`src/rtl/udi_spect_pkg.sv`:
```
// ---------------------------------------------------------------------------
// udi_spect_pkg
//   Shared constants and types for the udi_spect_sched sequencer:
//   UDI major opcode, funct codes, datapath control encodings, the
//   sequencer FSM state encoding and the decoder output struct.
// ---------------------------------------------------------------------------
package udi_spect_pkg;

   // Instruction fields
   localparam logic [5:0] MAJ_OP   = 6'd28;   // SPECIAL2 major opcode (ir[31:26])
   localparam logic [5:0] FN_SUM   = 6'd16;   // rs.hi^2 + rt^2
   localparam logic [5:0] FN_SUMH  = 6'd17;   // (rs.hi^2 + rt^2) >> 1
   localparam logic [5:0] FN_BYP   = 6'd18;   // bypass
   localparam logic [5:0] FN_THR   = 6'd19;   // write compare threshold
   localparam logic [5:0] FN_CSUM  = 6'd20;   // compare of FN_SUM value
   localparam logic [5:0] FN_CSUMH = 6'd21;   // compare of FN_SUMH value
   localparam logic [5:0] FN_CBYP  = 6'd22;   // compare of bypass value
   localparam logic [5:0] FN_SDACC = 6'd23;   // two-pass accumulate of four squares

   // The SDACC sequence is built around exactly one extra M cycle.
   localparam int STALL_CYCLES = 1;

   // Datapath control encodings
   localparam logic [1:0] CTL_SUM_MODE_NONE = 2'd0;
   localparam logic [1:0] CTL_SUM_MODE_SUM  = 2'd1;
   localparam logic [1:0] CTL_SUM_MODE_HALF = 2'd2;
   localparam logic [1:0] CTL_SUM_MODE_BYP  = 2'd3;
   localparam logic       CTL_RES_CALC      = 1'b0;
   localparam logic       CTL_RES_COMP      = 1'b1;

   // Sequencer state
   typedef enum logic [1:0] {
      ST_IDLE = 2'd0,
      ST_P2   = 2'd1,
      ST_FIN  = 2'd2
   } sched_state_t;

   // Decoder output
   typedef struct packed {
      logic       load;       // funct is one of the mapped ops; mode regs load on hit
      logic       thr_wr;     // threshold write
      logic [1:0] sum_mode;
      logic       res_sel;
      logic       is_sdacc;
   } udi_dec_t;

endpackage

```
`src/rtl/udi_spect_sched_if.sv`:
```
// ---------------------------------------------------------------------------
// udi_spect_sched_if
//   M14K UDI core-side signal bundle for the udi_spect_sched sequencer.
//   master : the core (drives instruction, operands, pipeline controls)
//   slave  : the sequencer (returns M-stage result and stall request)
//
//   Pipeline handshake: an instruction is accepted in E only when
//   UDI_irvalid_e and UDI_start_e are both high in the same cycle. It
//   reaches M on the next cycle; while UDI_stall_m is high the core holds
//   M (and E) and consumes UDI_rd_m only in the first M cycle with
//   UDI_stall_m low. UDI_kill_m counts only when UDI_run_m is also high.
// ---------------------------------------------------------------------------
interface udi_spect_sched_if;
   logic [31:0] UDI_ir_e;
   logic        UDI_irvalid_e;
   logic        UDI_start_e;
   logic        UDI_run_m;
   logic        UDI_kill_m;
   logic [31:0] UDI_rs_e;
   logic [31:0] UDI_rt_e;
   logic [31:0] UDI_rd_m;
   logic        UDI_stall_m;

   modport master (
      output UDI_ir_e, UDI_irvalid_e, UDI_start_e, UDI_run_m, UDI_kill_m,
             UDI_rs_e, UDI_rt_e,
      input  UDI_rd_m, UDI_stall_m
   );

   modport slave (
      input  UDI_ir_e, UDI_irvalid_e, UDI_start_e, UDI_run_m, UDI_kill_m,
             UDI_rs_e, UDI_rt_e,
      output UDI_rd_m, UDI_stall_m
   );
endinterface

```
`src/rtl/mvp_cregister_wide.sv`:
```
// ---------------------------------------------------------------------------
// mvp_cregister_wide
//   Conditionally loaded register with scan enable. Loads d when cond is
//   high; scan enable forces a load so the register shifts in scan mode.
//   Ports: clk, cond (load enable), scanen, d[WIDTH], q[WIDTH].
// ---------------------------------------------------------------------------
module mvp_cregister_wide #(
   parameter int WIDTH = 1
) (
   input  logic             clk,
   input  logic             cond,
   input  logic             scanen,
   input  logic [WIDTH-1:0] d,
   output logic [WIDTH-1:0] q
);
   always_ff @(posedge clk) begin
      if (cond | scanen) begin
         q <= d;
      end
   end
endmodule

```
`src/rtl/udi_spect_decode.sv`:
```
// ---------------------------------------------------------------------------
// udi_spect_decode
//   Combinational funct decode for the udi_spect datapath ops.
//   Ports: i_funct[6] in, o_dec (udi_dec_t) out.
//   Unmapped functs decode to all-zero (no action).
// ---------------------------------------------------------------------------
module udi_spect_decode
   import udi_spect_pkg::*;
(
   input  logic [5:0] i_funct,
   output udi_dec_t   o_dec
);
   always_comb begin
      o_dec = '0;
      case (i_funct)
         FN_SUM:   begin o_dec.load = 1'b1; o_dec.sum_mode = CTL_SUM_MODE_SUM;  o_dec.res_sel = CTL_RES_CALC; end
         FN_SUMH:  begin o_dec.load = 1'b1; o_dec.sum_mode = CTL_SUM_MODE_HALF; o_dec.res_sel = CTL_RES_CALC; end
         FN_BYP:   begin o_dec.load = 1'b1; o_dec.sum_mode = CTL_SUM_MODE_BYP;  o_dec.res_sel = CTL_RES_CALC; end
         FN_THR:   begin o_dec.load = 1'b1; o_dec.thr_wr = 1'b1;
                         o_dec.sum_mode = CTL_SUM_MODE_NONE; o_dec.res_sel = CTL_RES_CALC; end
         FN_CSUM:  begin o_dec.load = 1'b1; o_dec.sum_mode = CTL_SUM_MODE_SUM;  o_dec.res_sel = CTL_RES_COMP; end
         FN_CSUMH: begin o_dec.load = 1'b1; o_dec.sum_mode = CTL_SUM_MODE_HALF; o_dec.res_sel = CTL_RES_COMP; end
         FN_CBYP:  begin o_dec.load = 1'b1; o_dec.sum_mode = CTL_SUM_MODE_BYP;  o_dec.res_sel = CTL_RES_COMP; end
         // First SDACC pass is a plain sum of the hi halves.
         FN_SDACC: begin o_dec.load = 1'b1; o_dec.is_sdacc = 1'b1;
                         o_dec.sum_mode = CTL_SUM_MODE_SUM; o_dec.res_sel = CTL_RES_CALC; end
         default:  ;
      endcase
   end
endmodule

```
`src/rtl/udi_spect_sched.sv`:
```
// ---------------------------------------------------------------------------
// udi_spect_sched
//   Sequencer between the M14K UDI port and the udi_spect_dens
//   squarer/compare datapath. Decodes SPECIAL2 UDI ops, drives the
//   datapath controls (mode registered into M) and runs the two-pass
//   SDACC op: RD = RS.hi^2 + RT.hi^2 + RS.lo^2 + RT.lo^2.
//
//   Ports:
//     UDI_gclk, UDI_greset (sync, active-high), UDI_gscanenable
//     udi          : core-side UDI bundle (slave modport)
//     dp_rs/dp_rt  : datapath operands (sampled at the edge ending E)
//     dp_thr_wr    : threshold write strobe
//     dp_sum_mode  : registered sum mode, applies in M
//     dp_res_sel   : registered result select, applies in M
//     dp_rd        : datapath result, valid in M
//     sched_busy   : FSM not IDLE
// ---------------------------------------------------------------------------
module udi_spect_sched
   import udi_spect_pkg::*;
(
   input  logic             UDI_gclk,
   input  logic             UDI_greset,
   input  logic             UDI_gscanenable,
   udi_spect_sched_if.slave udi,
   output logic [31:0]      dp_rs,
   output logic [15:0]      dp_rt,
   output logic             dp_thr_wr,
   output logic [1:0]       dp_sum_mode,
   output logic             dp_res_sel,
   input  logic [31:0]      dp_rd,
   output logic             sched_busy
);

   udi_dec_t     w_dec;
   sched_state_t w_state;
   sched_state_t w_state_d;
   logic         w_hit;
   logic         w_kill;
   logic         w_unused_ir;

   logic [1:0]   r_state;
   logic [2:0]   r_mode;      // {sum_mode, res_sel}
   logic [31:0]  r_lo;        // {rs.lo, rt.lo} held for the second pass
   logic [31:0]  r_acc;       // first-pass result

   logic         w_mode_ld;
   logic [2:0]   w_mode_d;
   logic         w_lo_ld;
   logic [31:0]  w_lo_d;
   logic         w_acc_ld;
   logic [31:0]  w_acc_d;

   assign w_unused_ir = ^udi.UDI_ir_e[25:6];

   udi_spect_decode u_decode (
      .i_funct (udi.UDI_ir_e[5:0]),
      .o_dec   (w_dec)
   );

   assign w_state = sched_state_t'(r_state);

   // A new op is only accepted while the sequencer is idle.
   assign w_hit  = udi.UDI_irvalid_e & udi.UDI_start_e
                 & (udi.UDI_ir_e[31:26] == MAJ_OP) & (w_state == ST_IDLE);
   assign w_kill = udi.UDI_kill_m & udi.UDI_run_m;

   // Next state; reset folds in here because the state cell has no reset.
   always_comb begin
      w_state_d = w_state;
      case (w_state)
         ST_IDLE: if (w_hit & w_dec.is_sdacc) w_state_d = ST_P2;
         ST_P2:   w_state_d = w_kill ? ST_IDLE : ST_FIN;
         ST_FIN:  w_state_d = ST_IDLE;
         default: w_state_d = ST_IDLE;
      endcase
      if (UDI_greset) w_state_d = ST_IDLE;
   end

   mvp_cregister_wide #(.WIDTH(2)) u_state_reg (
      .clk (UDI_gclk), .cond (1'b1), .scanen (UDI_gscanenable),
      .d   (w_state_d), .q (r_state)
   );

   // Mode registers hold unless a mapped op hits (SDACC loads SUM/CALC).
   assign w_mode_ld = UDI_greset | (w_hit & w_dec.load);
   assign w_mode_d  = UDI_greset ? {CTL_SUM_MODE_NONE, CTL_RES_CALC}
                                 : {w_dec.sum_mode, w_dec.res_sel};

   mvp_cregister_wide #(.WIDTH(3)) u_mode_reg (
      .clk (UDI_gclk), .cond (w_mode_ld), .scanen (UDI_gscanenable),
      .d   (w_mode_d), .q (r_mode)
   );

   assign w_lo_ld = UDI_greset | (w_hit & w_dec.is_sdacc);
   assign w_lo_d  = UDI_greset ? 32'd0 : {udi.UDI_rs_e[15:0], udi.UDI_rt_e[15:0]};

   mvp_cregister_wide #(.WIDTH(32)) u_lo_reg (
      .clk (UDI_gclk), .cond (w_lo_ld), .scanen (UDI_gscanenable),
      .d   (w_lo_d), .q (r_lo)
   );

   // First-pass result is captured at the end of P2 unless the op is killed.
   assign w_acc_ld = UDI_greset | ((w_state == ST_P2) & ~w_kill);
   assign w_acc_d  = UDI_greset ? 32'd0 : dp_rd;

   mvp_cregister_wide #(.WIDTH(32)) u_acc_reg (
      .clk (UDI_gclk), .cond (w_acc_ld), .scanen (UDI_gscanenable),
      .d   (w_acc_d), .q (r_acc)
   );

   // In P2 the lo halves go through the hi-half squarer path.
   assign dp_rs       = (w_state == ST_P2) ? {r_lo[31:16], 16'h0000} : udi.UDI_rs_e;
   assign dp_rt       = (w_state == ST_P2) ? r_lo[15:0] : udi.UDI_rt_e[31:16];
   assign dp_thr_wr   = w_hit & w_dec.thr_wr;
   assign dp_sum_mode = r_mode[2:1];
   assign dp_res_sel  = r_mode[0];

   assign udi.UDI_stall_m = (w_state == ST_P2) & ~w_kill;
   assign udi.UDI_rd_m    = (w_state == ST_FIN) ? (r_acc + dp_rd) : dp_rd;
   assign sched_busy      = (w_state != ST_IDLE);

endmodule

```
`src/flat_wrapper.sv`:
```
// flat-port wrapper written by rule: the top's interface ports become plain ports
module udi_spect_sched_flat import udi_spect_pkg::*;
  (UDI_gclk, UDI_greset, UDI_gscanenable, dp_rs, dp_rt, dp_thr_wr, dp_sum_mode, dp_res_sel, dp_rd, sched_busy, udi_UDI_ir_e, udi_UDI_irvalid_e, udi_UDI_start_e, udi_UDI_run_m, udi_UDI_kill_m, udi_UDI_rs_e, udi_UDI_rt_e, udi_UDI_rd_m, udi_UDI_stall_m);
  udi_spect_sched_if udi_i ();
  input  logic UDI_gclk;
  input  logic UDI_greset;
  input  logic UDI_gscanenable;
  output logic [31:0] dp_rs;
  output logic [15:0] dp_rt;
  output logic dp_thr_wr;
  output logic [1:0] dp_sum_mode;
  output logic dp_res_sel;
  input  logic [31:0] dp_rd;
  output logic sched_busy;
  input wire logic [$bits(udi_i.UDI_ir_e)-1:0] udi_UDI_ir_e;
  input wire logic [$bits(udi_i.UDI_irvalid_e)-1:0] udi_UDI_irvalid_e;
  input wire logic [$bits(udi_i.UDI_start_e)-1:0] udi_UDI_start_e;
  input wire logic [$bits(udi_i.UDI_run_m)-1:0] udi_UDI_run_m;
  input wire logic [$bits(udi_i.UDI_kill_m)-1:0] udi_UDI_kill_m;
  input wire logic [$bits(udi_i.UDI_rs_e)-1:0] udi_UDI_rs_e;
  input wire logic [$bits(udi_i.UDI_rt_e)-1:0] udi_UDI_rt_e;
  output wire logic [$bits(udi_i.UDI_rd_m)-1:0] udi_UDI_rd_m;
  output wire logic [$bits(udi_i.UDI_stall_m)-1:0] udi_UDI_stall_m;
  assign udi_i.UDI_ir_e = udi_UDI_ir_e;
  assign udi_i.UDI_irvalid_e = udi_UDI_irvalid_e;
  assign udi_i.UDI_start_e = udi_UDI_start_e;
  assign udi_i.UDI_run_m = udi_UDI_run_m;
  assign udi_i.UDI_kill_m = udi_UDI_kill_m;
  assign udi_i.UDI_rs_e = udi_UDI_rs_e;
  assign udi_i.UDI_rt_e = udi_UDI_rt_e;
  assign udi_UDI_rd_m = udi_i.UDI_rd_m;
  assign udi_UDI_stall_m = udi_i.UDI_stall_m;
  udi_spect_sched u_core (.UDI_gclk(UDI_gclk), .UDI_greset(UDI_greset), .UDI_gscanenable(UDI_gscanenable), .udi(udi_i), .dp_rs(dp_rs), .dp_rt(dp_rt), .dp_thr_wr(dp_thr_wr), .dp_sum_mode(dp_sum_mode), .dp_res_sel(dp_res_sel), .dp_rd(dp_rd), .sched_busy(sched_busy));
endmodule
```
`config.mk`:
```
export PLATFORM = sky130hd
export DESIGN_NAME = udi_spect_sched_flat
export DESIGN_NICKNAME = d
export VERILOG_FILES = /design/src/rtl/udi_spect_pkg.sv /design/src/rtl/udi_spect_sched_if.sv /design/src/rtl/mvp_cregister_wide.sv /design/src/rtl/udi_spect_decode.sv /design/src/rtl/udi_spect_sched.sv /design/src/flat_wrapper.sv
export SDC_FILE = /design/constraint.sdc
export NUM_CORES = 1
export LEC_CHECK = 0
export CAP_MARGIN = 25
export CORE_MARGIN = 1.5
export CORE_UTILIZATION = 35
export DETAILED_ROUTE_END_ITERATION = 10
export HOLD_SLACK_MARGIN = 0.06
export PLACE_DENSITY = 0.79
export SKIP_CTS_REPAIR_TIMING = 1
export SYNTH_ARGS = -nofsm -noshare
export SYNTH_HDL_FRONTEND = slang
export SYNTH_HIERARCHICAL = 1
export SYNTH_SLANG_ARGS = --single-unit
export TNS_END_PERCENT = 30
```
`constraint.sdc`:
```
create_clock -name UDI_gclk -period 4.1 [get_ports UDI_gclk]
set_input_delay 0.82 -clock UDI_gclk [delete_from_list [all_inputs] [get_ports UDI_gclk]]
set_output_delay 0.82 -clock UDI_gclk [all_outputs]
set_load 0.01 [all_outputs]
```
== Word level (Yosys, flattened, before mapping) ==
Index checks and enable logic that the tools add are counted.
Cells by class
  $add $sub $neg: 1
  bitwise operators: 15
  reductions and logical operators: 4
  multiplexer cells: 10
  eq/ne operators: 12
Operators by type and width (number)
  $mux W32: 2
  $eq A6 B5 Y1 const B: 9
  $add A32 B32 Y32: 1
  $pmux W3 S6: 1
  $mux W16: 1
  $and A1 B1 Y1: 8
  $reduce_or A8 Y1: 1
  $or A1 B1 Y1: 6
  $mux W2: 2
  $pmux W2 S2: 1
  $mux W1: 3
  $eq A2 B1 Y1 const B: 1
  $eq A2 B2 Y1 const B: 1
  $logic_not A2 Y1: 1
  $ne A2 B2 Y1 const B: 1
  $reduce_bool A2 Y1: 1
  $reduce_or A2 Y1: 1
  $not A1 Y1: 1
Word-level totals
  output and inout port bits: 86
  register bits: 69
  bits of input ports: 135

== Depth between registers and ports, before layout ==
Gate-level depths: netlist of run 1.
  depth after elaboration: 6
  depth in mapped cells: 11
  depth with buffers taken out: 11

== By module ==
Netlist of run 1, hierarchy kept.
By module, submodules not included
  udi_spect_sched: cells each 515, area an instance 2966.6 µm², instances 1
  mvp_cregister_wide (u_core.u_acc_reg ...): cells each 33, area an instance 967.2 µm², instances 2
  mvp_cregister_wide (u_core.u_mode_reg): cells each 4, area an instance 96.3 µm², instances 1
  mvp_cregister_wide (u_core.u_state_reg): cells each 3, area an instance 66.3 µm², instances 1
  udi_spect_decode: cells each 11, area an instance 60.1 µm², instances 1

== Worst setup path before layout of run 1 ==
OpenSTA, ideal clock, no wires.
  path type: input-to-output
  start: input dp_rd[0]
  end: output udi_UDI_rd_m[28]
  cell stages on the path: 11
  data arrival time: 3188 ps
  setup slack: 92 ps
  required time: 3280 ps
  cells stage by stage: ha_1 -> fa_1 -> a21oi_1 -> o21ai_1 -> a211oi_1 -> o21ai_1 -> a221o_1 -> a31oi_1 -> o31ai_1 -> xnor2_1 -> o21ai_1
On the way
  longest elaborated chain between the ends: 2
RTL lines
  start: declaration: line flat_wrapper.sv:13  | input logic [31:0] dp_rd;
  $add A32 B32 Y32: line udi_spect_sched.sv:119  | assign udi.UDI_rd_m = (w_state == ST_FIN) ? (r_acc + dp_rd) : dp_rd;
  $mux W32: line udi_spect_sched.sv:119
  end: declaration: line flat_wrapper.sv:22  | output wire logic [$bits(udi_i.UDI_rd_m)-1:0] udi_UDI_rd_m;
Every way passes these cells.

== Worst setup path in the final report of run 1 ==
Same ends and word-level chain as after synthesis.

==> run metrics, run 1 <==
die area 15400 um2; Avg Synthesized Cell Area 8.55 um2; CP required 3.28 ns; Final Cycle Share 104%; Setup violations, final 5; worst vdd ir 0.234 mV; DR iter-0 viols 340; Final HPWL DP 12000 um; skew final 0.00273 ns; Setup crit end kind output port; top cells by count, synth 154 x nand2_1, 70 x nor2b_1, 69 x edfxtp_1; cell taking the most area after synthesis edfxtp_1; Final Max Tran Viols 0; die width 124 um; row count between 40 and 50; Worst-Margin Slew ~0.74 ns; first-pass GRT wire length roughly 24000 um; routability congestion estimate approximately 0.88; final worst setup slack -0.150 ns; clock root buffer clkbuf_16; syn_nets ~770; dominant synthesized flop cell edfxtp_1; routed vias/inst 4.93; H-Tree Depth 3; Fin. Hold Viols 0; CTS sink cnt 69; CTS tree done; Final Cell Area 8800 um2; maximum root-to-sink buffer count 2; placed instance area around 8000 um2; vias in the first global route 4941; Power per Cell Area 304 nW/um2; relative slew slack 50.9%; GR Overflow Total 0; ratio of cells with drive above 1 in the final layout a little under a quarter; ANT nets after route 0; largest net degree at the start of global routing 66; drc violations 0; LEAKAGE 3.82 nW; register area share after synthesis 40.4%; Initial DRT Pass Iterations 4; worst min path class primary input to flip-flop; Clock Latency Late Sink 0.34 ns; Finished Layout Cells 1081; WL/cell 15.6 um; Setup CP Type primary input to output port; failing checks negative setup slack; synth unique cells 57; clk slew on worst S/H paths 0.06 ns; # diodes 0; synthesized area 5120 um2; Die H 124 um; crit path DAT 3.43 ns; largest fanout on the critical path 3; Layout area overhead 71.8%; max_cap viols 0; initial antenna violation count 0; Synth warnings 6; Area contributors post-synth edfxtp_1 40%, nand2_1 11%, nor2b_1 8.5%, ha_1 7.6%, o21ai_0 3.6%; Initial Util a little over a third; CP Launch Type primary input; top cell type's share of synthesized area 40.4%; outcome finished with violations; gr usage total roughly a fifth; post-layout min period around 4.2 ns; count leader, synth nand2_1; Inst Count DP around 1100; drt total wl 16900 um; core area between 10000 and 15000 um2; cts bufs inserted 9; Core Util, Final about three fifths; asr flop ratio synth 0%; Peak Freq 0.235 GHz; RSZ-0062 raised after global routing yes; Power, Total between 0.002 and 0.003 W; Yosys reg bits 69; via count around 5300; Gate Count Post-Synth 599; port bufs 200; Final #Nets 1060; Post-synth EDFFs 69; I/O pins approximately 220
[logic make-up after synthesis]
| group | count (synthesis) | synth area share, % |
|---|---|---|
| adder cells (fa/ha/maj) | 32 | 7.96 |
| buffers and inverters | 42 | 3.20 |
| AND/OR/NAND/NOR | 314 | 30.0 |
| AO/OA/AOI/OAI | 117 | 14.2 |
| flip-flops | 69 | 40.4 |
| XOR/XNOR | 24 | 4.10 |
| other | 1 | 0.0732 |
[cell usage in the layout (no fill, tap or decap), types with 11 or more instances in the layout]
| cell | Yosys | routed |
|---|---|---|
| ha_1 | 31 | 13 |
| a21oi_1 | 30 | 23 |
| clkbuf_2 | 1 | 14 |
| o21ai_0 | 37 | 28 |
| edfxtp_1 | 69 | 69 |
| and2_1 | 21 | 21 |
| ha_4 | 0 | 18 |
| nor2b_1 | 70 | 69 |
| xor2_1 | 12 | 12 |
| dlymetal6s2s_1 | 0 | 19 |
| clkdlybuf4s50_1 | 0 | 160 |
| nor2_1 | 20 | 17 |
| nand3_1 | 15 | 12 |
| inv_1 | 11 | 11 |
| buf_4 | 0 | 111 |
| nand2_1 | 154 | 153 |
| xnor2_1 | 12 | 12 |
[flip-flops by register name, summed over array words and instances (netlist names)]
name                  flops
u_core/u_mode_reg/q       3
u_core/u_acc_reg/q       32
u_core/u_lo_reg/q        32
u_core/u_state_reg/q      2
[final timing paths]
check                                                       start                           endpoint  slack (ns)  cells after the start
worst max-delay path                                     dp_rd[0]                   udi_UDI_rd_m[28]       -0.15                     14
worst min-delay path                                     dp_rd[0]    u_core/u_acc_reg/q[0]$_DFFE_PP_        0.81                      2
worst max register to register  u_core/u_state_reg/q[1]$_DFFE_PP_    u_core/u_acc_reg/q[3]$_DFFE_PP_        1.70                      6
worst min register to register  u_core/u_state_reg/q[0]$_DFFE_PP_  u_core/u_state_reg/q[0]$_DFFE_PP_        0.89                      4
[cell type report]
cell class | count | area (um2)
inverters | 12 | 45.0
repair buffers | 313 | 2820
fillers | 1237 | 5620
flip-flops and latches | 69 | 2070
clock buffers | 10 | 229
clock inverters | 5 | 76.3
well taps | 184 | 230
multi-input cells | 488 | 3330
[metrics by stage]
step | worst slack (ns) | setup TNS, ns | hold WS (ns)
after floorplan | 0.0919 | 0 | 0.848
after global placement | -1.17 | -15.86 | 0.870
after detailed placement | -1.27 | -17.70 | 0.885
after CTS | -1.31 | -18.27 | 0.841
after global routing | -0.281 | -1.44 | 0.818
final | -0.150 | -0.348 | 0.814
[power breakdown]
group | total [W] | switching, W | leakage [nW] | internal [W]
clock network | 0.000837 | 0.000311 | 0.146 | 0.000526
registers | 0.000871 | 0.0000276 | 0.742 | 0.000843
logic | 0.000971 | 0.000440 | 2.94 | 0.000531
total | 0.00268 | 0.000778 | 3.82 | 0.00190
[critical path: stages]
cell and delay [ns]:
buf_8 0.11, ha_4 0.16, fa_2 0.38, a21oi_4 0.16
o21ai_2 0.09, a211oi_2 0.31, o21ai_2 0.12, buf_4 0.15
a221o_1 0.37, a31oi_4 0.23, o31ai_4 0.08, xnor2_1 0.14
o21ai_1 0.14, buf_2 0.16
[metal layers]
metal	track usage [%]	wire length, um
met1	27.0	7060
met2	34.7	8790
met3	3.11	671
met4	8.10	369
met5	0	0
Note: power is estimated with default switching activity, not from simulation.
==> inputs of run 2 (changes only) <==
--- a/config.mk
+++ b/config.mk
@@ -8,6 +8,7 @@
 export CAP_MARGIN = 25
 export CORE_MARGIN = 1.5
 export CORE_UTILIZATION = 35
+export CTS_CLUSTER_DIAMETER = 150
 export DETAILED_ROUTE_END_ITERATION = 10
 export HOLD_SLACK_MARGIN = 0.06
 export PLACE_DENSITY = 0.79
==> results of run 2 <==
Same layout as run 1: the final DEF is identical, and so are final timing and power.
==> inputs of run 3 (changes only) <==
--- a/config.mk
+++ b/config.mk
@@ -6,7 +6,7 @@
 export NUM_CORES = 1
 export LEC_CHECK = 0
 export CAP_MARGIN = 25
-export CORE_MARGIN = 1.5
+export CORE_MARGIN = 10
 export CORE_UTILIZATION = 35
 export CTS_CLUSTER_DIAMETER = 150
 export DETAILED_ROUTE_END_ITERATION = 10
==> constraint.sdc (replaced) <==
create_clock -name UDI_gclk -period 3.95 [get_ports UDI_gclk]
set_input_delay 0.79 -clock UDI_gclk [delete_from_list [all_inputs] [get_ports UDI_gclk]]
set_output_delay 0.79 -clock UDI_gclk [all_outputs]
set_load 0.01 [all_outputs]
==> run 3 against run 2 <==
  * The flow still finishes with violations (negative setup slack)
  * Die area grew 29%
  * Total power grew 2.7%
  * Critical path depth shrank 2
  * Hold slack lost 0.040 ns
  * Core utilization grew 0.78 points
  * Clock power shrank 3.9%
  * Final cell count grew 0.74%
  * Wire length grew 15%
  * Critical endpoint is now udi_UDI_rd_m[24]
==> run metrics, run 3 (synthesis results as in run 1) <==
H-Tree Depth 3; maximum root-to-sink buffer count 2; ratio of cells with drive above 1 in the final layout 25.5%; Initial Util 35.5%; failing checks negative setup slack; worst-path cell chain buf_8 -> ha_4 -> fa_2 -> a21oi_4 -> o21ai_2 -> a211oi_2 -> o21ai_2 -> a221o_1 -> a31oi_4 -> o21ai_1 -> a31oi_1 -> buf_2; largest registers u_core/u_acc_reg/q x32, u_core/u_lo_reg/q x32, u_core/u_mode_reg/q x3; critical path endpoint udi_UDI_rd_m[24]; outcome finished with violations; cts bufs inserted 9; FF-to-FF setup slack 1.56 ns; largest net degree at the start of global routing 38; routability congestion estimate between 0.8 and 0.9; max_cap viols 0; RSZ-0062 raised after global routing yes; Setup violations, final 6; WL/cell about 18 um; Final Max Tran Viols 0; first-pass GRT wire length 27300 um; Inst Count DP 1060; Setup CP Type primary input to output port; slowest stage delay, CP 0.39 ns; Final Cycle Share 104%; Peak Freq 0.243 GHz; Layout area overhead 74.0%; Clock Latency Late Sink 0.34 ns; Initial DRT Pass Iterations 5; clock root buffer clkbuf_16; I/O pins 221; row count 44; LEAKAGE 3.85 nW; gr usage total 17.0%; fill count 1177; Final HPWL DP 14000 um; CTS tree done; Setup crit end kind output port; largest fanout on the critical path 3; Power per Cell Area 309 nW/um2; ANT nets after route 0; port bufs 200; commonest non-fill, non-tap cell in the layout clkdlybuf4s50_1; CP required between 3 and 4 ns; reg2reg start u_core/u_state_reg/q[1]$_DFFE_PP_; most used cell, CP o21ai_2; GR Overflow Total 0; CP Launch Type primary input; crit path max-delay cell type fa_2; Finished Layout Cells between 1000 and 1500; die area 19900 um2; post-layout min period ~4 ns; # diodes 0; worst min path class primary input to flip-flop; CTS sink cnt 69; DR iter-0 viols about 340; Die H 141 um; via count 5506; crit path DAT 3.32 ns; reg2reg path depth 5; die width 141 um; skew final 0.00498 ns; Final Cell Area 8910 um2; final worst setup slack -0.159 ns; Final #Nets 1067; worst vdd ir 0.207 mV; drc violations 0; relative slew slack 56.4%; Critical Path Start dp_rd[0]; drt total wl 19400 um; vias in the first global route 5235; most frequent cells in the layout 159 x clkdlybuf4s50_1, 152 x nand2_1, 118 x buf_4; core area around 14000 um2; clk slew on worst S/H paths 0.06 ns; Reg2Reg Capture Point u_core/u_acc_reg/q[4]$_DFFE_PP_; initial antenna violation count 0; routed vias/inst 5.06; Fin. Hold Viols 0; Worst-Margin Slew roughly 0.65 ns; placed instance area 8050 um2
run 3: layout make-up:
cell class / instances / area, um2 / share of cell area, %
multi-input cells: 488 / 3360 / 37.7
flip-flops and latches: 69 / 2070 / 23.2
clock inverters: 6 / 63.8 / 0.716
inverters: 12 / 45.0 / 0.505
well taps: 184 / 230 / 2.58
clock buffers: 10 / 229 / 2.57
repair buffers: 320 / 2910 / 32.6
run 3: worst max-delay path: cells and delay by family:
| kind | cells | cell delay (ns) |
|---|---|---|
| AOI/OAI and AO/OA | 8 | 1.66 |
| adders and majority gates | 2 | 0.55 |
| buffers and inverters | 2 | 0.30 |
run 3: where the power goes:
part | leakage, nW | internal (W) | total [W] | switching [W]
Clock | 0.138 | 0.000488 | 0.000804 | 0.000316
Combinational | 2.97 | 0.000565 | 0.00104 | 0.000476
Sequential | 0.742 | 0.000875 | 0.000905 | 0.0000299
Total | 3.85 | 0.00193 | 0.00275 | 0.000822
run 3: how the worst min path moves through the flow:
stage / depth (start not counted) / slack, ns / to / start
final: 2 / 0.77 / u_core/u_acc_reg/q[18]$_DFFE_PP_ / dp_rd[18]
after global routing: 2 / 0.76 / u_core/u_acc_reg/q[12]$_DFFE_PP_ / dp_rd[12]
after floorplan: 4 / 0.85 / u_core/u_state_reg/q[0]$_DFFE_PP_ / u_core/u_state_reg/q[0]$_DFFE_PP_
after global placement: 4 / 0.87 / u_core/u_state_reg/q[0]$_DFFE_PP_ / u_core/u_state_reg/q[0]$_DFFE_PP_
after CTS: 4 / 0.91 / u_core/u_state_reg/q[0]$_DFFE_PP_ / u_core/u_state_reg/q[0]$_DFFE_PP_
after detailed placement: 4 / 0.91 / u_core/u_state_reg/q[0]$_DFFE_PP_ / u_core/u_state_reg/q[0]$_DFFE_PP_
run 3: stage by stage:
step	setup TNS (ns)	util, %	hold slack (ns)	setup WS [ns]	total power (W)
floorplan	0	-	0.848	0.00191	0.00131
global placement	-18.54	55.8	0.874	-1.23	0.00182
detailed placement	-20.01	55.8	0.907	-1.29	0.00183
CTS	-20.68	57.9	0.911	-1.39	0.00265
global route	-1.79	61.8	0.764	-0.244	0.00289
finish	-0.446	61.8	0.774	-0.159	0.00275
run 3: per-layer routing:
metal	vias up	GRT usage, %	routed length (um)
met1	2589	20.1	7660
met3	47	2.52	875
met5	-	0	0
li1	2681	-	-
met2	189	30.8	10500
met4	0	5.33	424
